### config.mk
export PLATFORM = sky130hd
export DESIGN_NAME = isr_ctrl
export DESIGN_NICKNAME = d
export VERILOG_FILES = /design/src/rtl/isr_pkg.sv /design/src/rtl/isr_pkt_ser.sv /design/src/rtl/isr_ctrl.sv
export SDC_FILE = /design/constraint.sdc
export NUM_CORES = 1
export LEC_CHECK = 0
export ABC_AREA = 1
export CORE_MARGIN = 3
export CORE_UTILIZATION = 45
export DETAILED_ROUTE_END_ITERATION = 6
export PLACE_DENSITY = 0.67
export SYNTH_ARGS = -nofsm -noshare
export SYNTH_HDL_FRONTEND = slang
export SYNTH_SLANG_ARGS = --single-unit
### constraint.sdc
create_clock -name clk -period 2.05 [get_ports clk]
set_input_delay 0.205 -clock clk [delete_from_list [all_inputs] [get_ports clk]]
set_output_delay 0.205 -clock clk [all_outputs]
set_load 0.01 [all_outputs]
### src/rtl/isr_pkg.sv
// Shared constants and types for the integer-square-root sequencing controller.
// Packet format: [47:45] index (0 = idle beat), [44] last flag, [43:0] payload.
package isr_pkg;

  localparam int unsigned DATA_WID    = 256;  // radicand width
  localparam int unsigned DATAIN      = 48;   // packet width
  localparam int unsigned ROOT_WID    = 128;  // root width
  localparam int unsigned TIMEOUT_DEF = 1024; // default core timeout in cycles
  localparam int unsigned TMO_W_DEF   = $clog2(TIMEOUT_DEF);

  // Header field positions
  localparam int unsigned IDX_MSB   = 47;
  localparam int unsigned IDX_LSB   = 45;
  localparam int unsigned LAST_BIT  = 44;
  localparam int unsigned PAYLOAD_W = 44;

  // Inbound framing: slots 1..5 carry full payloads, packet 6 carries payload[43:8]
  localparam int unsigned NUM_SLOTS = 5;
  localparam int unsigned LAST_IDX  = 6;
  localparam int unsigned TAIL_W    = 36;

  // Outbound framing
  localparam int unsigned OUT_BEATS = 3;

  typedef enum logic [1:0] {StIdle, StRun, StSend} state_e;

  // LSB of slot 1..5 inside the radicand: 212, 168, 124, 80, 36
  function automatic int unsigned slot_lsb(input int unsigned slot);
    return DATA_WID - PAYLOAD_W * slot;
  endfunction

endpackage

### src/rtl/isr_pkt_ser.sv
// Three-beat output serialiser for the 128-bit root.
// Ports: clk/rst_n clock and async active-low reset; load_i captures root_i and starts
// beat 1; rdy_i downstream ready; data_o/vld_o outbound beat; sent_o pulses when the
// final beat is accepted.
module isr_pkt_ser
  import isr_pkg::*;
(
  input  logic                clk,
  input  logic                rst_n,
  input  logic                load_i,
  input  logic [ROOT_WID-1:0] root_i,
  input  logic                rdy_i,
  output logic [DATAIN-1:0]   data_o,
  output logic                vld_o,
  output logic                sent_o
);

  logic [ROOT_WID-1:0] res_q, res_d;
  logic [1:0]          beat_q, beat_d;
  logic                vld_q, vld_d;
  logic                accept;

  assign accept = vld_q & rdy_i;
  assign sent_o = accept && (beat_q == 2'(OUT_BEATS));
  assign vld_o  = vld_q;

  always_comb begin
    res_d  = res_q;
    beat_d = beat_q;
    vld_d  = vld_q;
    if (load_i) begin
      res_d  = root_i;
      beat_d = 2'd1;
      vld_d  = 1'b1;
    end else if (accept) begin
      if (beat_q == 2'(OUT_BEATS)) begin
        beat_d = 2'd0;
        vld_d  = 1'b0;
      end else begin
        beat_d = beat_q + 2'd1;
      end
    end
  end

  // Beat content follows beat_q only, so it holds steady while rdy_i is low.
  always_comb begin
    data_o = '0;
    case (beat_q)
      2'd1:    data_o = {3'd1, 1'b0, res_q[ROOT_WID-1 -: PAYLOAD_W]};
      2'd2:    data_o = {3'd2, 1'b0, res_q[ROOT_WID-PAYLOAD_W-1 -: PAYLOAD_W]};
      2'd3:    data_o = {3'd3, 1'b1, res_q[ROOT_WID-2*PAYLOAD_W-1:0], 4'b0};
      default: data_o = '0;
    endcase
  end

  always_ff @(posedge clk or negedge rst_n) begin
    if (!rst_n) begin
      res_q  <= '0;
      beat_q <= '0;
      vld_q  <= 1'b0;
    end else begin
      res_q  <= res_d;
      beat_q <= beat_d;
      vld_q  <= vld_d;
    end
  end

endmodule

### src/rtl/isr_ctrl.sv
// Sequencing controller for the integer-square-root datapath.
// Collects 48-bit packets into a 256-bit radicand, buffers one completed operand,
// launches the sqrt core with a start/done handshake, times out a hung core, and
// serialises the 128-bit root as three 48-bit valid/ready beats.
// Ports: clk, rst_n (async active-low); datain inbound packets; sq_a/sq_start to core;
// sq_done/sq_root from core; dataout/dout_vld/dout_rdy outbound stream; busy status;
// err_seq/err_ovf/err_tmo one-cycle error pulses.
module isr_ctrl
  import isr_pkg::*;
#(
  parameter int unsigned TIMEOUT = TIMEOUT_DEF
) (
  input  logic                clk,
  input  logic                rst_n,
  input  logic [DATAIN-1:0]   datain,
  output logic [DATA_WID-1:0] sq_a,
  output logic                sq_start,
  input  logic                sq_done,
  input  logic [ROOT_WID-1:0] sq_root,
  output logic [DATAIN-1:0]   dataout,
  output logic                dout_vld,
  input  logic                dout_rdy,
  output logic                busy,
  output logic                err_seq,
  output logic                err_ovf,
  output logic                err_tmo
);

  localparam int unsigned TmoW = (TIMEOUT > 1) ? $clog2(TIMEOUT) : 1;

  logic [2:0]           pkt_idx;
  logic                 pkt_last;
  logic [PAYLOAD_W-1:0] pkt_pay;

  assign pkt_idx  = datain[IDX_MSB:IDX_LSB];
  assign pkt_last = datain[LAST_BIT];
  assign pkt_pay  = datain[PAYLOAD_W-1:0];

  logic [2:0]          exp_idx_q, exp_idx_d;
  logic [DATA_WID-1:0] asm_q, asm_d;
  logic [DATA_WID-1:0] hold_q, hold_d;
  logic                hold_vld_q, hold_vld_d;
  state_e              state_q, state_d;
  logic [TmoW-1:0]     tmo_q, tmo_d;
  logic [DATA_WID-1:0] sq_a_q, sq_a_d;
  logic                sq_start_q, sq_start_d;
  logic                err_seq_q, err_ovf_q, err_tmo_q;

  logic                seq_err, ovf_err, tmo_err;
  logic                op_done, store, launch;
  logic [DATA_WID-1:0] operand;
  logic                ser_load, ser_sent;

  // Collector
  always_comb begin
    exp_idx_d = exp_idx_q;
    asm_d     = asm_q;
    seq_err   = 1'b0;
    op_done   = 1'b0;
    store     = 1'b0;
    operand   = {asm_q[DATA_WID-1:TAIL_W], pkt_pay[PAYLOAD_W-1 -: TAIL_W]};
    if (pkt_idx != 3'd0) begin
      // exp_idx only ranges 1..6, so a match below 6 is a middle slot
      if (pkt_idx == exp_idx_q && pkt_idx != 3'(LAST_IDX) && !pkt_last) begin
        store     = 1'b1;
        exp_idx_d = exp_idx_q + 3'd1;
      end else if (pkt_idx == 3'(LAST_IDX) && exp_idx_q == 3'(LAST_IDX) && pkt_last) begin
        op_done   = 1'b1;
        asm_d     = '0;
        exp_idx_d = 3'd1;
      end else begin
        seq_err   = 1'b1;
        asm_d     = '0;
        exp_idx_d = 3'd1;
        // A stray first packet still opens a fresh frame
        if (pkt_idx == 3'd1 && !pkt_last) begin
          store     = 1'b1;
          exp_idx_d = 3'd2;
        end
      end
    end
    if (store) begin
      for (int unsigned k = 1; k <= NUM_SLOTS; k++) begin
        if (pkt_idx == 3'(k)) asm_d[slot_lsb(k) +: PAYLOAD_W] = pkt_pay;
      end
    end
  end

  // One-deep operand buffer; a launch frees the slot in the same cycle
  assign launch = (state_q == StIdle) && hold_vld_q;

  always_comb begin
    hold_d     = hold_q;
    hold_vld_d = hold_vld_q;
    ovf_err    = 1'b0;
    if (launch) hold_vld_d = 1'b0;
    if (op_done) begin
      if (hold_vld_q && !launch) begin
        ovf_err = 1'b1;
      end else begin
        hold_d     = operand;
        hold_vld_d = 1'b1;
      end
    end
  end

  // Control FSM
  always_comb begin
    state_d    = state_q;
    tmo_d      = tmo_q;
    sq_a_d     = sq_a_q;
    sq_start_d = 1'b0;
    tmo_err    = 1'b0;
    ser_load   = 1'b0;
    unique case (state_q)
      StIdle: begin
        if (hold_vld_q) begin
          sq_a_d     = hold_q;
          sq_start_d = 1'b1;
          tmo_d      = '0;
          state_d    = StRun;
        end
      end
      StRun: begin
        tmo_d = tmo_q + 1'b1;
        // sq_start_q marks the launch cycle, where a done is not yet meaningful
        if (sq_done && !sq_start_q) begin
          ser_load = 1'b1;
          state_d  = StSend;
        end else if (tmo_q == TmoW'(TIMEOUT - 1)) begin
          tmo_err = 1'b1;
          state_d = StIdle;
        end
      end
      StSend: begin
        if (ser_sent) state_d = StIdle;
      end
      default: state_d = StIdle;
    endcase
  end

  always_ff @(posedge clk or negedge rst_n) begin
    if (!rst_n) begin
      exp_idx_q  <= 3'd1;
      asm_q      <= '0;
      hold_q     <= '0;
      hold_vld_q <= 1'b0;
      state_q    <= StIdle;
      tmo_q      <= '0;
      sq_a_q     <= '0;
      sq_start_q <= 1'b0;
      err_seq_q  <= 1'b0;
      err_ovf_q  <= 1'b0;
      err_tmo_q  <= 1'b0;
    end else begin
      exp_idx_q  <= exp_idx_d;
      asm_q      <= asm_d;
      hold_q     <= hold_d;
      hold_vld_q <= hold_vld_d;
      state_q    <= state_d;
      tmo_q      <= tmo_d;
      sq_a_q     <= sq_a_d;
      sq_start_q <= sq_start_d;
      err_seq_q  <= seq_err;
      err_ovf_q  <= ovf_err;
      err_tmo_q  <= tmo_err;
    end
  end

  isr_pkt_ser u_ser (
    .clk    (clk),
    .rst_n  (rst_n),
    .load_i (ser_load),
    .root_i (sq_root),
    .rdy_i  (dout_rdy),
    .data_o (dataout),
    .vld_o  (dout_vld),
    .sent_o (ser_sent)
  );

  assign sq_a     = sq_a_q;
  assign sq_start = sq_start_q;
  assign busy     = (state_q != StIdle) || hold_vld_q;
  assign err_seq  = err_seq_q;
  assign err_ovf  = err_ovf_q;
  assign err_tmo  = err_tmo_q;

endmodule

# == Word-level counts from Yosys, hierarchy flattened ==
# Index checks and enable logic that the tools add are counted.
# op_classes
n_addsub,3
mul,0
div,0
n_lt_le_gt_ge,0
eq_ne,18
shift,0
mux,47
bitwise,2
reduce_logical,24
# ops
cell,n
256-bit 2-to-1 mux,2
220-bit 2-to-1 mux,1
44-bit 2-to-1 mux,5
47-bit case mux with 3 select lines,1
1-bit 2-to-1 mux,25
10-bit case mux with 2 select lines,1
2-bit 2-to-1 mux,9
"3-bit == test, second input constant",4
"10-bit by 1-bit adder with 10-bit output, second input constant",1
"10-bit == test, second input constant",1
10-bit 2-to-1 mux,1
1-bit logical AND,9
2-bit AND reduction,4
2-bit nonzero test,4
"2-bit == test, second input constant",3
"3-bit by 2-bit == test with 1-bit output, second input constant",2
"3-bit != test, second input constant",2
2-bit case mux with 3 select lines,1
"2-bit by 1-bit == test with 1-bit output, second input constant",2
"2-bit != test, second input constant",2
"3-bit by 1-bit adder with 3-bit output, second input constant",1
"3-bit by 1-bit == test with 1-bit output, second input constant",1
3-bit == test,1
1-bit zero test,3
8 further kinds,8
# totals
ff_bits,883
latch_bits,0
mem_bits_rw,0
romBits,0
output_inout_bits,310
word_cells,108
mem_count,0

# == Depth between registers and ports, before layout ==
# logic_depth
ltp_word,7
depth_mapped,10
ltp_nobuf,8

# == Hierarchy ==
# A second synthesis with hierarchy kept.
# hier_totals
cells_unflattened,3863
area_unflattened_um2,34784.6
# by_module_without_submodules
mod,instances,cells_each,area_each_um2
isr_ctrl,1,3022,28663.7
isr_pkt_ser,1,841,6120.9

# == Least setup slack after synthesis ==
# OpenSTA, ideal clock, no wires.
# synth_path
path_type,register to register
from,register exp_idx_q[0]
to,register hold_q[145]
arrival_ns,1.657
setup_slack_ns,0.315
path_stages_with_launch,10
n_path_buf,2
cell_sequence,dfstp_2 > inv_1 > ha_1 > nand2_1 > nor2_1 > nand3_1 > buf_2 > buf_1 > nor2_1 > a21oi_1
# synth_between
elab_chain_cells,7
# synth_lines
item,line,text
"start, declared",isr_ctrl.sv:39,"logic [2:0] exp_idx_q, exp_idx_d;"
"start signal, assigned",isr_ctrl.sv:156,exp_idx_q <= exp_idx_d;
3-bit == test,isr_ctrl.sv:67,end else if (pkt_idx == 3'(LAST_IDX) && exp_idx_q == 3'(LAST_IDX) && pkt_last) begin
1-bit logical AND (2 in a row),isr_ctrl.sv:67,
1-bit 2-to-1 mux,isr_ctrl.sv:67,
1-bit 2-to-1 mux *,isr_ctrl.sv:64,if (pkt_idx == exp_idx_q && pkt_idx != 3'(LAST_IDX) && !pkt_last) begin
1-bit 2-to-1 mux *,isr_ctrl.sv:62,if (pkt_idx != 3'd0) begin
2-bit AND reduction (no line) *,-,
"end signal, assigned",isr_ctrl.sv:158,hold_q <= hold_d;
"end, declared",isr_ctrl.sv:41,"logic [DATA_WID-1:0] hold_q, hold_d;"
# Mark *: on every way between the ends. The rest lies on a longest branch, timed or not.
# A chain may end at the register's enable or synchronous reset.

# == Worst setup path after layout ==
# layout_path
from,register u_ser.beat_q[1]
to,output port dataout[42]
# layout_between
elab_chain_cells,2
# layout_lines
item,line,text
"start, declared",isr_pkt_ser.sv:19,"logic [1:0] beat_q, beat_d;"
"start signal, assigned",isr_pkt_ser.sv:63,beat_q <= beat_d;
2-bit == test / 2-bit by 1-bit == test with 1-bit output (equally long branches),isr_pkt_ser.sv:48,case (beat_q)
47-bit case mux with 3 select lines *,isr_pkt_ser.sv:48,
"end, declared",isr_ctrl.sv:20,"output logic [DATAIN-1:0] dataout,"
# Marks and branches as above.

==> run_results.csv <==
group,metric,value,unit
cts,worstSkewPairLatency,0.66,ns
setup_path,rrSetupSlack,0.14,ns
detailed_routing,drt_wl_total,109000,µm
detailed_routing,wire_per_inst,20.8,µm
cells_and_area,multi_input_area,11000,µm²
cells_and_area,drive_above_1_share,16.1,%
detailed_routing,ant_nets,0,
synthesis,synth.avg_cell_area,9.67,µm²
timing,rsz0062_at_grt,"true",
hold_path,hold_class,"input port to async pin",
global_route,grt_pass1_wl,166000,µm
floorplan,boundaryPins,490,
floorplan,dieWidth,284,µm
synthesis,ys_top_cells_by_area,"dfrtp_1, nand2_1, nand3_1, mux2_2, o21ai_0",
setup_path,cp-end-kind,"output pin",
placed_design,routabilityCongestion,0.869,
floorplan,coreArea,76100,µm²
global_route,use_met1,36.4,%
timing,fin_ws,-0.251,ns
synthesis,async_flop_share,100,%
global_route,gr-usage-met3,5.85,%
cts,cts_max_level,3,
synthesis,ys_ff_latch,883,
timing,drv_slew,0,
global_route,use_met2,43.3,%
power_and_ir_drop,p_total,43.0,mW
detailed_routing,drc_errors,0,
timing,period_minus_slack,2.30,ns
cts,cts-buffers-inserted,93,
detailed_routing,vias,27100,
synthesis,yosys_warnings,0,
placed_design,dp_hpwl,71600,µm
cts,cts.path.max_buffers,3,
synthesis,yosys.area.top_type,"dfrtp_1",
global_route,grt_pass1_vias,27000,
cts,clk_pin_slew,0.06,ns
synthesis,syn_nets,3774,
cells_and_area,fill_cells,6316,
global_route,busiest_layer,"met2",
synthesis,yosysMostFrequentCell,"dfrtp_1",
timing,max_freq,0.435,GHz
setup_path,cp_data_arrival_time,2.10,ns
global_route,antenna_found_initial,14,
global_route,grt_usage,26.9,%
timing,relSlewSlack,42.1,%
power_and_ir_drop,p_per_area,930,nW/µm²
timing,hold_viol,0,
global_route,grt_overflow,0,
setup_path,critPathLaunchType,"register",
setup_path,slowest_delay,0.44,ns
timing,timing.hold.ws,0.0815,ns
detailed_routing,vias_per_cell,5.17,
synthesis,synth_cell_types,31,
floorplan,start_util,45.6,%
detailed_routing,drt_iter0_markers,2421,
synthesis,syn_inst,3586,
synthesis,synth_ff_type,"dfrtp_1",
timing,clock_skew,0.0273,ns
setup_path,worst_path_max_delay_cell,"dfrtp_2",
cts,cts_tree,"built",
global_route,grt_max_degree,141,
setup_path,rr_startpoint,"exp_idx_q[0]",
outcome,status,"finished, violations left",
setup_path,critPathKind,"register to output pin",
synthesis,synth_common_cells,"dfrtp_1, nand2_1, nand3_1, inv_1, nor2_1",
cells_and_area,areaGrowthSynthToFinish,33.2,%
floorplan,fp.dieArea,80400,µm²
setup_path,worstPathCellList,"buf_6 -> ha_4 -> buf_16 -> buf_12 -> nand2_4 -> nand3_2 -> nand2_1 -> inv_1 -> buf_2",
timing,min_period_over_period,112,%
detailed_routing,firstDrtPassIters,5,
placed_design,port_buffers,488,
cells_and_area,fin_nets,4311,
timing,finalSetupViolCount,46,
flow_run,drv_cap,0,
setup_path,critPathMaxFanout,6,
cells_and_area,seqCellArea,22100,µm²
floorplan,die_h,284,µm
synthesis,synth-edff-count,0,
timing,worstMarginPinSlew,0.866,ns
power_and_ir_drop,peakVddDrop,0.744,mV
cts,root_buffer,"clkbuf_16",
synthesis,yosys.area.top_type_share,63.7,%
setup_path,cp.required,1.85,ns
synthesis,synth_area,34700,µm²
power_and_ir_drop,leakage,24.5,nW
synthesis,ys_seq_area_share,63.7,%
setup_path,critPathLaunch,"u_ser.beat_q[1]",
cts,cts_sinks,883,
floorplan,fp-row-count,101,
outcome,violations,"setup timing",
placed_design,pre_cts_slack,-0.0422,ns
-- flip-flops by register name, summed over array words and instances, names as in the netlist --
name	cells
sq_a	256
err_ovf	1
sq_start	1
state_q	2
err_seq	1
asm_q	220
u_ser.vld_o	1
exp_idx_q	3
u_ser.res_q	128
u_ser.beat_q	2
hold_vld_q	1
err_tmo	1
tmo_q	10
hold_q	256
-- where the power goes --
| part | internal (mW) | switching, mW |
|---|---|---|
| logic | 3.11 | 3.68 |
| registers | 17.8 | 0.269 |
| clock network | 11.0 | 7.15 |
| total | 31.9 | 11.1 |
-- cell families (layout without fill, tap and decap cells) --
family	after synthesis	count (layout)	synth area share [%]
muxes	128	128	4.16
AOI/OAI and AO/OA	535	535	7.77
adders and majority gates	8	8	0.289
xor gates and xnor gates	2	2	0.0505
other	1	10	0.0108
DFF	883	883	63.7
buffers and inverters	554	1166	6.47
and+or+nand+nor	1475	1475	17.5
-- routing by layer --
layer	vias to the layer above	part of all wire (%)
li1	12600	-
met2	892	47
met1	13400	41
met4	14	3.4
met5	-	0.076
met3	205	7.9
-- per-stage QoR --
step	utilization (%)	setup TNS, ns	cells	instance area (µm²)
3_5_place_dp	54.9	-2.06	5037	41800
2_1_floorplan	-	0	3586	34700
4_1_cts	60.3	-9.46	5226	45900
6_report	60.7	-8.62	5237	46200
3_3_place_gp	54.9	0	5037	41800
5_1_grt	60.7	-11.92	5233	46200
-- placed cells by master, fill, tap and decap left out, types with 3 or more instances in the layout --
cell | netlist | layout
inv_2 | 6 | 23
ha_4 | 0 | 4
dfrtp_1 | 882 | 880
buf_8 | 0 | 4
buf_2 | 73 | 20
nand3_1 | 407 | 365
clkbuf_16 | 0 | 96
buf_16 | 0 | 11
nand3_2 | 1 | 42
nand2_4 | 0 | 36
buf_6 | 0 | 34
nand2_2 | 2 | 43
clkinvlp_4 | 0 | 5
nor2_4 | 0 | 4
buf_12 | 0 | 55
buf_4 | 19 | 99
nand2_1 | 779 | 701
nor2_1 | 278 | 274
clkinv_2 | 0 | 10
clkbuf_8 | 0 | 27
inv_4 | 0 | 3
ha_1 | 8 | 4
o21ai_0 | 265 | 265
clkdlybuf4s50_1 | 0 | 439
mux2_2 | 128 | 128
a21oi_2 | 0 | 3
a21oi_1 | 264 | 261
inv_1 | 321 | 301
diode_2 | 0 | 9
clkbuf_1 | 116 | 15
bufinv_16 | 0 | 12
-- critical path, delay by kind of cell (launching register included) --
| family | cells | cell delay, ns |
|---|---|---|
| DFF | 1 | 0.44 |
| adders and majority gates | 1 | 0.20 |
| buffers and inverters | 5 | 0.62 |
| and+or+nand+nor | 3 | 0.19 |
-- final timing paths --
path                                         to  cells past startpoint
worst min register to register        sq_a[182]                      2
worst min-delay path                  sq_a[170]                      2
worst max register to register      hold_q[203]                      9
worst max-delay path                dataout[42]                      9
min in group clk                u_ser.res_q[44]                      2
max in group asynchronous            hold_q[10]                      4
-- cell type report --
type | count | share of cell area, %
antenna | 9 | 0.0487
clock buffer | 136 | 6.02
clock inverter | 34 | 1.23
inverter | 329 | 2.69
multi-input combinational | 2149 | 23.9
sequential | 883 | 47.8
tap | 1030 | 2.79
timing repair buffer | 667 | 15.5
-- repair_timing --
action,4_1_cts,5_1_grt
pin swaps,55,16
hold buffers,1,0
buffers inserted,9,1
endpoints found under the hold margin,665,0
cloned,9,2
setup endpoints to repair,48,62
gates resized for setup,369,75
No activity file was read; power rests on OpenSTA's default activity.
